`src/rtl/xc_aesmix_seq.sv`:
```
// xc_aesmix_seq
// Applies AES MixColumns (enc = 1) or InvMixColumns (enc = 0) to a full
// 128-bit AES state by streaming its four 32-bit columns, one at a time,
// through a shared single-column mix unit and collecting the results.
//
// Handshakes: a transfer on req_* happens on a clock edge where req_valid
// and req_ready are both 1; a transfer on rsp_* happens on an edge where
// rsp_valid and rsp_ready are both 1. Once raised, rsp_valid, rsp_state and
// rsp_err hold stable until that transfer (or an abort). The mix unit side
// is a single-beat request: mix_valid stays high with stable operands until
// an edge on which mix_ready is 1.
//
// Ports:
//   clock, resetn            clock, asynchronous active-low reset
//   req_valid/ready/state/enc request channel (column c = bits [32c+31:32c])
//   abort                     cancel the in-flight operation
//   rsp_valid/ready/state/err response channel (err = timeout, state = 0)
//   busy                      controller is not idle
//   mix_flush, mix_fdata      flush strobe and (zero) flush data for the unit
//   mix_valid, mix_rs1/rs2    current column operands for the unit
//   mix_enc                   direction for the unit
//   mix_ready, mix_result     unit result strobe and data
//
// Parameters:
//   TIMEOUT  max RUN cycles per column before aborting with error (>= 4)
//   TW       width of the wait counter; 2**TW must exceed TIMEOUT
module xc_aesmix_seq #(
    parameter int TIMEOUT = 15,
    parameter int TW      = 4
) (
    input  logic         clock,
    input  logic         resetn,
    input  logic         req_valid,
    output logic         req_ready,
    input  logic [127:0] req_state,
    input  logic         req_enc,
    input  logic         abort,
    output logic         rsp_valid,
    input  logic         rsp_ready,
    output logic [127:0] rsp_state,
    output logic         rsp_err,
    output logic         busy,
    output logic         mix_flush,
    output logic [31:0]  mix_fdata,
    output logic         mix_valid,
    output logic [31:0]  mix_rs1,
    output logic [31:0]  mix_rs2,
    output logic         mix_enc,
    input  logic         mix_ready,
    input  logic [31:0]  mix_result
);

    typedef enum logic [1:0] {
        S_IDLE  = 2'd0,
        S_FLUSH = 2'd1,
        S_RUN   = 2'd2,
        S_DONE  = 2'd3
    } state_t;

    state_t         state_q, state_d;
    logic [1:0]     col_q;
    logic [TW-1:0]  cnt_q;
    logic [127:0]   buf_q;
    logic           enc_q;
    logic           err_q;

    logic [31:0]    col_word;
    logic           timeout_hit;

    assign col_word    = buf_q[{col_q, 5'b0} +: 32];
    assign timeout_hit = (cnt_q == TW'(TIMEOUT - 1)) && !mix_ready;

    // State register
    always_ff @(posedge clock or negedge resetn) begin
        if (!resetn) begin
            state_q <= S_IDLE;
        end else begin
            state_q <= state_d;
        end
    end

    // Next-state logic; abort wins over mix_ready and rsp_ready
    always_comb begin
        state_d = state_q;
        case (state_q)
            S_IDLE: begin
                if (req_valid) state_d = S_FLUSH;
            end
            S_FLUSH: begin
                if (abort) state_d = S_IDLE;
                else       state_d = S_RUN;
            end
            S_RUN: begin
                if (abort)            state_d = S_IDLE;
                else if (mix_ready)   state_d = (col_q == 2'd3) ? S_DONE : S_FLUSH;
                else if (timeout_hit) state_d = S_DONE;
            end
            S_DONE: begin
                if (abort || rsp_ready) state_d = S_IDLE;
            end
            default: state_d = S_IDLE;
        endcase
    end

    // Datapath registers: captured state, column index, wait counter, flags
    always_ff @(posedge clock or negedge resetn) begin
        if (!resetn) begin
            col_q <= 2'd0;
            cnt_q <= '0;
            buf_q <= '0;
            enc_q <= 1'b0;
            err_q <= 1'b0;
        end else begin
            case (state_q)
                S_IDLE: begin
                    if (req_valid) begin
                        buf_q <= req_state;
                        enc_q <= req_enc;
                        col_q <= 2'd0;
                    end
                end
                S_FLUSH: begin
                    if (abort) begin
                        buf_q <= '0;
                        err_q <= 1'b0;
                    end else begin
                        cnt_q <= '0;
                    end
                end
                S_RUN: begin
                    if (abort) begin
                        buf_q <= '0;
                        err_q <= 1'b0;
                    end else if (mix_ready) begin
                        buf_q[{col_q, 5'b0} +: 32] <= mix_result;
                        if (col_q != 2'd3) col_q <= col_q + 2'd1;
                    end else if (timeout_hit) begin
                        // Partial results are meaningless after a timeout
                        err_q <= 1'b1;
                        buf_q <= '0;
                    end else begin
                        cnt_q <= cnt_q + 1'b1;
                    end
                end
                S_DONE: begin
                    if (abort) begin
                        buf_q <= '0;
                        err_q <= 1'b0;
                    end else if (rsp_ready) begin
                        err_q <= 1'b0;
                    end
                end
                default: ;
            endcase
        end
    end

    // Outputs: everything towards the mix unit is zero outside RUN so the
    // unit never sees stale operands.
    always_comb begin
        req_ready = (state_q == S_IDLE);
        busy      = (state_q != S_IDLE);
        rsp_valid = (state_q == S_DONE);
        rsp_state = (state_q == S_DONE) ? buf_q : 128'd0;
        rsp_err   = (state_q == S_DONE) && err_q;
        // An abort also flushes the unit so a half-done column is dropped
        mix_flush = (state_q == S_FLUSH) || (abort && (state_q != S_IDLE));
        mix_fdata = 32'd0;
        mix_valid = (state_q == S_RUN);
        mix_rs1   = (state_q == S_RUN) ? col_word : 32'd0;
        mix_rs2   = (state_q == S_RUN) ? col_word : 32'd0;
        mix_enc   = (state_q == S_RUN) && enc_q;
    end

endmodule

```
`config.mk`:
```
export PLATFORM = sky130hd
export DESIGN_NAME = xc_aesmix_seq
export DESIGN_NICKNAME = d
export VERILOG_FILES = /design/src/rtl/xc_aesmix_seq.sv
export SDC_FILE = /design/constraint.sdc
export NUM_CORES = 1
export LEC_CHECK = 0
export CORE_MARGIN = 8
export CORE_UTILIZATION = 27
export CTS_CLUSTER_DIAMETER = 50
export DETAILED_ROUTE_END_ITERATION = 12
export REMOVE_ABC_BUFFERS = 1
export SYNTH_ARGS = -nofsm -noshare
export SYNTH_HDL_FRONTEND = slang
export SYNTH_SLANG_ARGS = --single-unit
export TNS_END_PERCENT = 30
```
`constraint.sdc`:
```
create_clock -name clock -period 3.9 [get_ports clock]
set_input_delay 0.585 -clock clock [delete_from_list [all_inputs] [get_ports clock]]
set_output_delay 0.585 -clock clock [all_outputs]
set_load 0.1 [all_outputs]
```
==> flow_summary_export.csv, run 1 <==
group,metric,value,unit
die,rows,66,
die,die_h,198,um
timing,max_slew_margin,0.224,
yosys,ys.flop_type,"dfrtp_1",
detailed_routing,first_iter_violations,526,
die,num_io_pins,398,
cts,ctsHtreeMaxLevel,4,
worst_setup_path,cp.required,3.31,ns
yosys,yosys.area_share.simple,0.154,
grt,grt_pass1_wl,58600,um
yosys,synthAdderAreaFrac,0.0112,
timing,fin_crit_sh,0.859,
die,core,32500,sq um
timing,setup_viol_count_final,0,
die,die_x,198,um
timing,tns,0,ns
yosys,synth_edf_count,0,
place,io_buffers,365,
timing,max_freq,0.298,GHz
die,die_area,39200,sq um
yosys,syn_area,8940,sq um
grt,grt_pass1_vias,8909,
grt,grt_antenna_before_repair,2,
final_layout,fin_cells,1578,
cts,post_cts_buffers,0,
cts,worstSkewPairLatency,0.42,ns
worst_setup_path,cp_max_fo,20,
cts,hold_buffers,0,
final_layout,drive_above_1_share,0.284,
power_and_ir_drop,p_per_area,754,nW/um^2
cts,cts.clk_slew.worst_paths,0.07,ns
final_layout,final_nets,1299,
cts,cts_tree,"done",
timing,fin_crit,3.35,ns
yosys,syn_area_per_cell,10.7,sq um
timing,rsz0062_at_grt,"false",
run_status,status,"complete, no violations",
detailed_routing,drt-total-wl,39900,um
worst_setup_path,startpoint_type,"flop",
cts,cts_sinks,138,
worst_setup_path,crit_arrival,2.77,ns
timing,drv_slew,0,
detailed_routing,drtPass1Iterations,5,
detailed_routing,drtAntennaViolNets,0,
final_layout,utilization,0.393,
yosys,synthMuxAreaShare,0.0830,
yosys,yosysSeqAreaShare,0.386,
cts,numCtsBuffers,17,
final_layout,seqCellArea,3460,sq um
power_and_ir_drop,p_leak,5.76,nW
timing,hold_viol,0,
yosys,yosysWarnings,0,
worst_setup_path,path_class,"reg2out",
grt,grt_max_degree,88,
detailed_routing,wl_per_cell,25.3,um
cts,clockBufferDepth,2,
final_layout,multi_input_area,4690,sq um
cts,cts-root-buf,"clkbuf_16",
die,initial_core_util,0.275,
grt,grt_overflow,0,
run,max_cap_violations,0,
timing,clock_skew,0.00905,ns
yosys,synth_cell_types,44,
grt,grt_usage,0.196,
yosys,syn_inst,838,
yosys,synth_compound_area_frac,0.256,
worst_setup_path,critPathCaptureType,"primary output",
detailed_routing,drcViolationCount,0,
timing,worst_hold_slack,0.223,ns
detailed_routing,vias,8472,
yosys,synth_top_family_by_area,"compound AO/OA/AOI/OAI gates",
power_and_ir_drop,peakVddDrop,0.000852,V
hold_path,min_path_type,"in2async",
yosys,synthXorXnorAreaFrac,0.00196,
detailed_routing,vias_per_cell,5.37,
cts,cts_resized,0,
place,place_inst,1547,
yosys,synthArstFlopShare,1.00,
final_layout,nFillCells,3239,
yosys,ys_seq_elements,138,
timing,max_slew.worst_pin.slew,1.16,ns
place,dp_hpwl,28000,um
final_layout,diodes,0,
final_layout,syn_to_final_growth,42.9,%
place,routabilityCongestion,0.843,
==> synth_stat cells, types with 2 or more instances <==
master       n  area (sq um)
xor2_1       2          17.5
inv_1        8          30.0
nor4_4       2          42.5
mux4_2      32           721
a32oi_1      3          26.3
nand4_1      2          12.5
o21ai_2      4          35.0
o2bb2ai_1  123          1080
nor2_1       7          26.3
a22oi_2     10           125
o21a_1       5          37.5
dfrtp_1    138          3450
a22oi_1    110           826
nand2b_1     2          12.5
buf_2       49           245
nand2_1     12          45.0
nor3_1       3          15.0
clkbuf_1    35           131
nand3_1      6          30.0
nor2b_1     37           231
inv_2        2          7.51
o21ai_0      5          25.0
ha_1         8           100
a21oi_1      8          40.0
o211ai_1     5          37.5
nand2_2      2          12.5
buf_4       70           526
buf_6        2          22.5
and3_1     131           820
==> sequential cells by signal (all words and copies together) (netlist names) <==
name	cells
state_q	2
col_q	2
buf_q	128
err_q	1
enc_q	1
cnt_q	4
==> worst max-delay path: stages (launching register included) <==
cell and delay, ns:
dfrtp_2 0.81, buf_4 0.49, mux4_2 0.54, nor2b_1 0.19
buf_4 0.29
==> logic make-up after synthesis <==
logic type / Yosys count
muxes: 34
DFF: 138
other: 1
xor gates and xnor gates: 2
AOI/OAI and AO/OA: 277
and+or+nand+nor: 212
adders and majority gates: 8
buffers and inverters: 166
==> stage by stage <==
stage                     instance area [sq um]  worst slack [ns]  power, mW
after global placement                    12200             0.819       7.90
after CTS                                 12800             0.512       9.70
after floorplan                            8130             -2.31       6.10
final                                     12800             0.549       9.64
after detailed placement                  12200             0.766       7.95
after global routing                      12800             0.445       10.1
==> metal layers <==
layer / up-vias / wire, um / share of wire / track usage
met1: 4310 / 17000 / 0.43 / 0.251
met3: 45 / 2890 / 0.072 / 0.0491
li1: 3739 / - / - / -
met5: - / 27 / 0.00068 / 0
met4: 4 / 608 / 0.015 / 0.0506
met2: 374 / 19400 / 0.48 / 0.324
==> final cells by class <==
| class | instances | area share |
|---|---|---|
| flip-flops and latches | 138 | 0.271 |
| well taps | 442 | 0.0433 |
| inverters | 10 | 0.00313 |
| clock buffers | 18 | 0.0344 |
| repair buffers | 392 | 0.268 |
| clock inverters | 13 | 0.0132 |
| multi-input cells | 565 | 0.367 |
==> final timing paths <==
| kind | startpoint | endpoint | slack (ns) | cells after the start |
|---|---|---|---|---|
| worst max-delay path | col_q[0] | mix_rs1[0] | 0.55 | 4 |
| worst min-delay path | resetn | buf_q[58] | 0.22 | 1 |
| worst max register to register | col_q[0] | buf_q[98] | 0.79 | 6 |
| worst min register to register | enc_q | enc_q | 0.50 | 1 |
| max in group asynchronous | resetn | buf_q[51] | 2.77 | 2 |
| min in group clock | enc_q | enc_q | 0.50 | 1 |
==> power breakdown <==
part           internal (mW)  switching, mW  leakage [nW]  total (mW)
Combinational           1.65           3.72          3.68        5.37
Sequential              1.96          0.584          1.79        2.54
Clock                   1.03          0.700         0.285        1.73
==> placed cells by master, fill, tap and decap left out, types with 10 or more instances in the layout <==
cell type / count
mux4_2: 32
conb_1: 32
a22oi_1: 110
dfrtp_1: 134
nand2_1: 12
clkbuf_16: 17
and3_1: 131
nor2b_1: 37
a22oi_2: 10
clkdlybuf4s50_1: 165
buf_4: 221
o2bb2ai_1: 123
(Power assumes the default switching activity.)
==> run 2, diff against run 1 <==
ABC_AREA = 1   (was default)
==> run 2 against run 1 <==
  * Die area is 14% higher
  * Clock power is 5% lower
  * Total power is 17% higher
  * Non-clock buffer count is 2 lower
  * Largest power group unchanged
  * Critical path type unchanged
==> flow_summary_export.csv, run 2 <==
group,metric,value,unit
cts,cts_tree,"done",
worst_setup_path,cpLargestDelayFamily,"buffers and inverters",
worst_setup_path,cp.required,3.31,ns
worst_setup_path,startpoint_type,"flop",
final_layout,final_cell_area,15000,sq um
cts,cts_sinks,138,
cts,clockBufferDepth,2,
detailed_routing,drt-total-wl,47300,um
run,max_cap_violations,0,
detailed_routing,vias_per_cell,4.68,
worst_setup_path,cp_max_fo,21,
timing,clock_skew,0.0144,ns
hold_path,min_path_type,"in2async",
cts,cts.clk_slew.worst_paths,0.07,ns
final_layout,final_common_cell,"nand2_1",
detailed_routing,wl_per_cell,18.8,um
worst_setup_path,path_class,"reg2out",
die,rows,71,
detailed_routing,drtAntennaViolNets,0,
detailed_routing,drtPass1Iterations,5,
yosys,synthArstFlopShare,1.00,
yosys,synth_edf_count,0,
grt,grt_overflow,0,
grt,grt_max_degree,91,
die,num_io_pins,398,
worst_setup_path,cp.buffers_inverters,2,
detailed_routing,met1Wirelength,19700,um
cts,cts-root-buf,"clkbuf_16",
final_layout,drive_above_1_share,0.142,
die,initial_core_util,0.274,
place,routabilityCongestion,0.830,
yosys,yosysWarnings,0,
final_layout,nFillCells,4123,
place,io_buffers,365,
grt,grt_usage,0.207,
detailed_routing,drcViolationCount,0,
final_layout,syn_to_final_growth,45.1,%
timing,max_slew.worst_pin.slew,1.00,ns
die,die_h,211,um
die,die_area,44700,sq um
yosys,ys_seq_elements,138,
cts,ctsHtreeMaxLevel,4,
worst_setup_path,crit_chain,"nand2_2, buf_4, a21oi_1, buf_12",
cts,hold_buffers,0,
yosys,synth_top_area_cell,"dfrtp_1",
final_layout,top_regs,"buf_q (128), cnt_q (4)",
yosys,ys_top_cells_by_count,"nand2_1 (754), nor2_1 (153), inv_1 (148), dfrtp_1 (138), o21ai_0 (119)",
yosys,synth_area_leaders,"dfrtp_1 (33%), nand2_1 (27%), o21ai_0 (5.8%)",
detailed_routing,wl_met3,3660,um
place,placed_cell_area,14400,sq um
timing,fin_crit,3.22,ns
place,place_inst,2487,
final_layout,largest-register,"buf_q",
cts,cts_resized,0,
yosys,ys.flop_type,"dfrtp_1",
power_and_ir_drop,peakVddDrop,0.000427,V
timing,max_slew_margin,0.330,
final_layout,fin_cells,2520,
worst_setup_path,crit_arrival,2.64,ns
worst_setup_path,slowest_stage,"dfrtp_1",
yosys,syn_area,10300,sq um
final_layout,final_nets,2170,
yosys,syn_area_per_cell,5.96,sq um
yosys,yosysSeqAreaShare,0.335,
yosys,synth_cell_types,29,
cts,numCtsBuffers,17,
yosys,synth_top_cell_area_share,0.335,
power_and_ir_drop,p_total,11.3,mW
timing,max_freq,0.310,GHz
final_layout,largest_register_ffs,128,
cts,post_cts_buffers,0,
place,dp_hpwl,32600,um
timing,setup_viol_count_final,0,
timing,rsz0062_at_grt,"false",
detailed_routing,first_iter_violations,734,
final_layout,layout_common_cells,"nand2_1 (752), clkdlybuf4s50_1 (166), nor2_1 (153), buf_4 (152), inv_1 (147)",
detailed_routing,maxUsedRoutingLayer,"met5",
grt,grt_antenna_before_repair,4,
worst_setup_path,max_stage_delay,0.57,ns
yosys,post-synth-top-count-cell,"nand2_1",
power_and_ir_drop,p_per_area,755,nW/um^2
worst_setup_path,critPathCaptureType,"primary output",
grt,grt_pass1_vias,11900,
timing,hold_viol,0,
power_and_ir_drop,p_leak,7.45,nW
yosys,syn_inst,1730,
detailed_routing,vias,11800,
cts,worstSkewPairLatency,0.43,ns
die,die_x,211,um
die,core,37700,sq um
timing,drv_slew,0,
run_status,status,"complete, no violations",
timing,fin_crit_sh,0.826,
grt,grt_pass1_wl,71800,um
detailed_routing,wl_met2,22600,um
run 2: changes by cell type in the layout (fill, tap and decap cells not counted), moves of 110 or more:
cell | previous run | this run
o21ai_0 | 5 | 119
nand2_1 | 12 | 752
and3_1 | 131 | 0
nor2_1 | 7 | 153
o2bb2ai_1 | 123 | 0
inv_1 | 8 | 147
a22oi_1 | 110 | 0
run 2: area by class of cell:
cell class                 instances  area, sq um  area share
inverter                         156          586      0.0391
multi-input combinational       1292         5470       0.366
clock buffer                      19          453      0.0303
clock inverter                    13          119     0.00794
timing repair buffer             390         4240       0.283
sequential                       138         3460       0.231
antenna                            1         2.50    0.000167
tap                              511          639      0.0427
run 2: cell families after synthesis:
kind of cell | synth area share
other cells | 0.000364
compound gates | 0.109
flops | 0.335
xor+xnor | 0.000849
buf+inv | 0.150
simple gates | 0.395
fa+ha+maj | 0.00971
run 2: metal layers:
layer | track usage | vias to the layer above
met5 | 0 | -
met4 | 0.0657 | 6
met3 | 0.0516 | 82
met2 | 0.348 | 472
met1 | 0.257 | 5484
li1 | - | 5754
run 2: through the flow:
step           hold WS, ns   util  setup slack (ns)  TNS, ns
6_report             0.224  0.397             0.677        0
5_1_grt              0.284  0.397             0.588        0
4_1_cts              0.293  0.397             0.604        0
3_5_place_dp         0.460  0.382              1.08        0
3_3_place_gp         0.453  0.382              1.09        0
2_1_floorplan        0.289      -             -2.69  -455.97
run 2: path summary, 6_finish.rpt:
kind / depth (start not counted) / startpoint / slack [ns] / to
max: 4 / state_q[1] / 0.68 / mix_rs2[3]
max reg2reg: 10 / col_q[1] / 1.12 / buf_q[37]
min in group clock: 2 / buf_q[80] / 0.47 / buf_q[80]
max in group asynchronous: 2 / resetn / 2.85 / buf_q[40]
min: 1 / resetn / 0.22 / buf_q[25]
min reg2reg: 2 / buf_q[80] / 0.47 / buf_q[80]
run 2: power breakdown:
group          total, mW  internal (mW)  switching (mW)
registers           2.42           1.98           0.443
clock network       1.64          0.917           0.728
logic               7.24           1.87            5.37
total               11.3           4.76            6.54
==> run 3, diff against run 2 <==
clock period = 2.6 ns   (was 3.9 ns; I/O delays follow)
==> run 3 against run 2 <==
  * Cell area is 14% higher
  * Setup slack worse by 0.66 ns
  * Clock power is 54% higher
  * Non-clock buffer count is 32 higher
  * Sequential power is 48% higher
  * Highest routed layer unchanged
==> flow_summary_export.csv, run 3 (synthesis gave the netlist of run 2 again) <==
group,metric,value,unit
die,core,37700,sq um
die,die_h,211,um
detailed_routing,first_iter_violations,728,
timing,tns,0,ns
cts,worstSkewPairLatency,0.43,ns
cts,clockBufferDepth,2,
timing,max_freq,0.388,GHz
final_layout,top_regs,"buf_q (128), cnt_q (4)",
grt,grt_antenna_before_repair,6,
cts,ctsHtreeMaxLevel,4,
worst_setup_path,cp.buffers_inverters,2,
power_and_ir_drop,p_leak,8.02,nW
power_and_ir_drop,p_comb_frac,0.658,
final_layout,largest_register_ffs,128,
cts,cts-root-buf,"clkbuf_16",
detailed_routing,vias_per_cell,4.69,
timing,worst_hold_slack,0.459,ns
worst_setup_path,slowest_stage,"dfrtp_1",
worst_setup_path,path_common_cell,"buf_12",
final_layout,largest-register,"buf_q",
cts,cts_sinks,138,
grt,grt_overflow,0,
cts,cts_tree,"done",
hold_path,min_path_type,"in2async",
detailed_routing,drcViolationCount,0,
timing,fin_crit,2.58,ns
grt,grt_usage,0.211,
worst_setup_path,max_stage_delay,0.59,ns
place,io_buffers,365,
worst_setup_path,critPathCaptureType,"primary output",
die,die_x,211,um
power_and_ir_drop,p_clk_frac,0.141,
worst_setup_path,cp_max_fo,23,
final_layout,final_cell_area,17000,sq um
power_and_ir_drop,p_per_area,1050,nW/um^2
die,die_area,44700,sq um
grt,grt_max_degree,79,
power_and_ir_drop,p_total,17.9,mW
final_layout,layout_common_cells,"nand2_1 (752), buf_12 (213), clkdlybuf4s50_1 (165), nor2_1 (153), inv_1 (147)",
run,max_cap_violations,0,
die,rows,71,
final_layout,nFillCells,3790,
detailed_routing,vias,12000,
place,place_inst,2518,
detailed_routing,wl_per_cell,18.9,um
power_and_ir_drop,switching_share,0.555,
power_and_ir_drop,intPower,7.98,mW
power_and_ir_drop,peakVddDrop,0.000796,V
timing,hold_viol,0,
final_layout,drive_above_1_share,0.157,
power_and_ir_drop,p_sw,9.94,mW
cts,post_cts_buffers,0,
final_layout,final_nets,2202,
timing,max_slew.worst_pin.slew,0.886,ns
worst_setup_path,cpLargestDelayFamily,"flip-flops",
timing,fin_crit_sh,0.992,
worst_setup_path,crit_chain,"nand2_4, buf_12, a21oi_1, buf_12",
worst_setup_path,startpoint_type,"flop",
timing,setup_viol_count_final,0,
timing,max_slew_margin,0.408,
power_and_ir_drop,pwr-share-seq,0.200,
worst_setup_path,cp.required,2.21,ns
detailed_routing,drtPass1Iterations,7,
detailed_routing,drtAntennaViolNets,0,
die,initial_core_util,0.274,
timing,rsz0062_at_grt,"true",
final_layout,syn_to_final_growth,65.1,%
grt,grt_pass1_wl,73100,um
run_status,status,"complete, no violations",
cts,cts.clk_slew.worst_paths,0.07,ns
final_layout,final_common_cell,"nand2_1",
die,num_io_pins,398,
worst_setup_path,path_class,"reg2out",
detailed_routing,drt-total-wl,48300,um
place,dp_hpwl,34400,um
cts,numCtsBuffers,17,
place,placed_cell_area,16400,sq um
grt,grt_pass1_vias,12100,
final_layout,fin_cells,2553,
timing,clock_skew,0.0121,ns
timing,drv_slew,0,
place,routabilityCongestion,0.842,
worst_setup_path,crit_arrival,2.19,ns
run 3: power by group through the flow:
stage / Combinational, mW / Clock [mW] / Sequential, mW
final: 11.8 / 2.53 / 3.59
after global routing: 12.7 / 2.69 / 3.71
after CTS: 11.9 / 2.59 / 3.58
after detailed placement: 11.9 / 0 / 3.61
after global placement: 11.7 / 0 / 3.58
after floorplan: 7.05 / 0 / 3.53
run 3: worst paths after layout:
kind	cells after the start	to	slack, ns	start
min in group clock	2	buf_q[80]	0.47	buf_q[80]
setup reg to reg	9	buf_q[124]	0.39	col_q[1]
max in group asynchronous	3	buf_q[63]	1.35	resetn
hold reg to reg	2	buf_q[80]	0.47	buf_q[80]
setup / recovery	4	mix_rs2[7]	0.02	state_q[1]
hold / removal	2	buf_q[25]	0.46	resetn
run 3: layer usage:
metal / routed length (um) / GRT usage
met2: 23000 / 0.353
met4: 1250 / 0.0724
met1: 19900 / 0.260
met5: 57 / 0
met3: 4090 / 0.0569
run 3: worst register-to-register path: cells and delay by family (launching register included):
| kind | cells | cell delay (ns) |
|---|---|---|
| simple gates | 5 | 0.56 |
| flops | 1 | 0.37 |
| fa+ha+maj | 1 | 0.49 |
| buf+inv | 3 | 0.74 |
run 3: layout make-up:
cell class	instances	area (sq um)	area share
well taps	511	639	0.0375
repair buffers	422	6250	0.367
inverters	156	586	0.0344
diodes	3	7.51	0.000441
clock inverters	12	151	0.00889
flip-flops and latches	138	3460	0.203
clock buffers	19	433	0.0254
multi-input cells	1292	5500	0.323
run 3: metrics by stage:
step                      utilization  setup WS [ns]
after floorplan                     -          -3.79
after global placement          0.435          0.351
after detailed placement        0.435          0.320
after CTS                       0.452       -0.00319
after global routing            0.452        -0.0717
final                           0.452         0.0197
run 3: what timing repair did:
action                     CTS  global route
hold buffers                 1             0
setup endpoints to repair   30            36
hold endpoints to repair    37             0
gates resized for setup      4             3
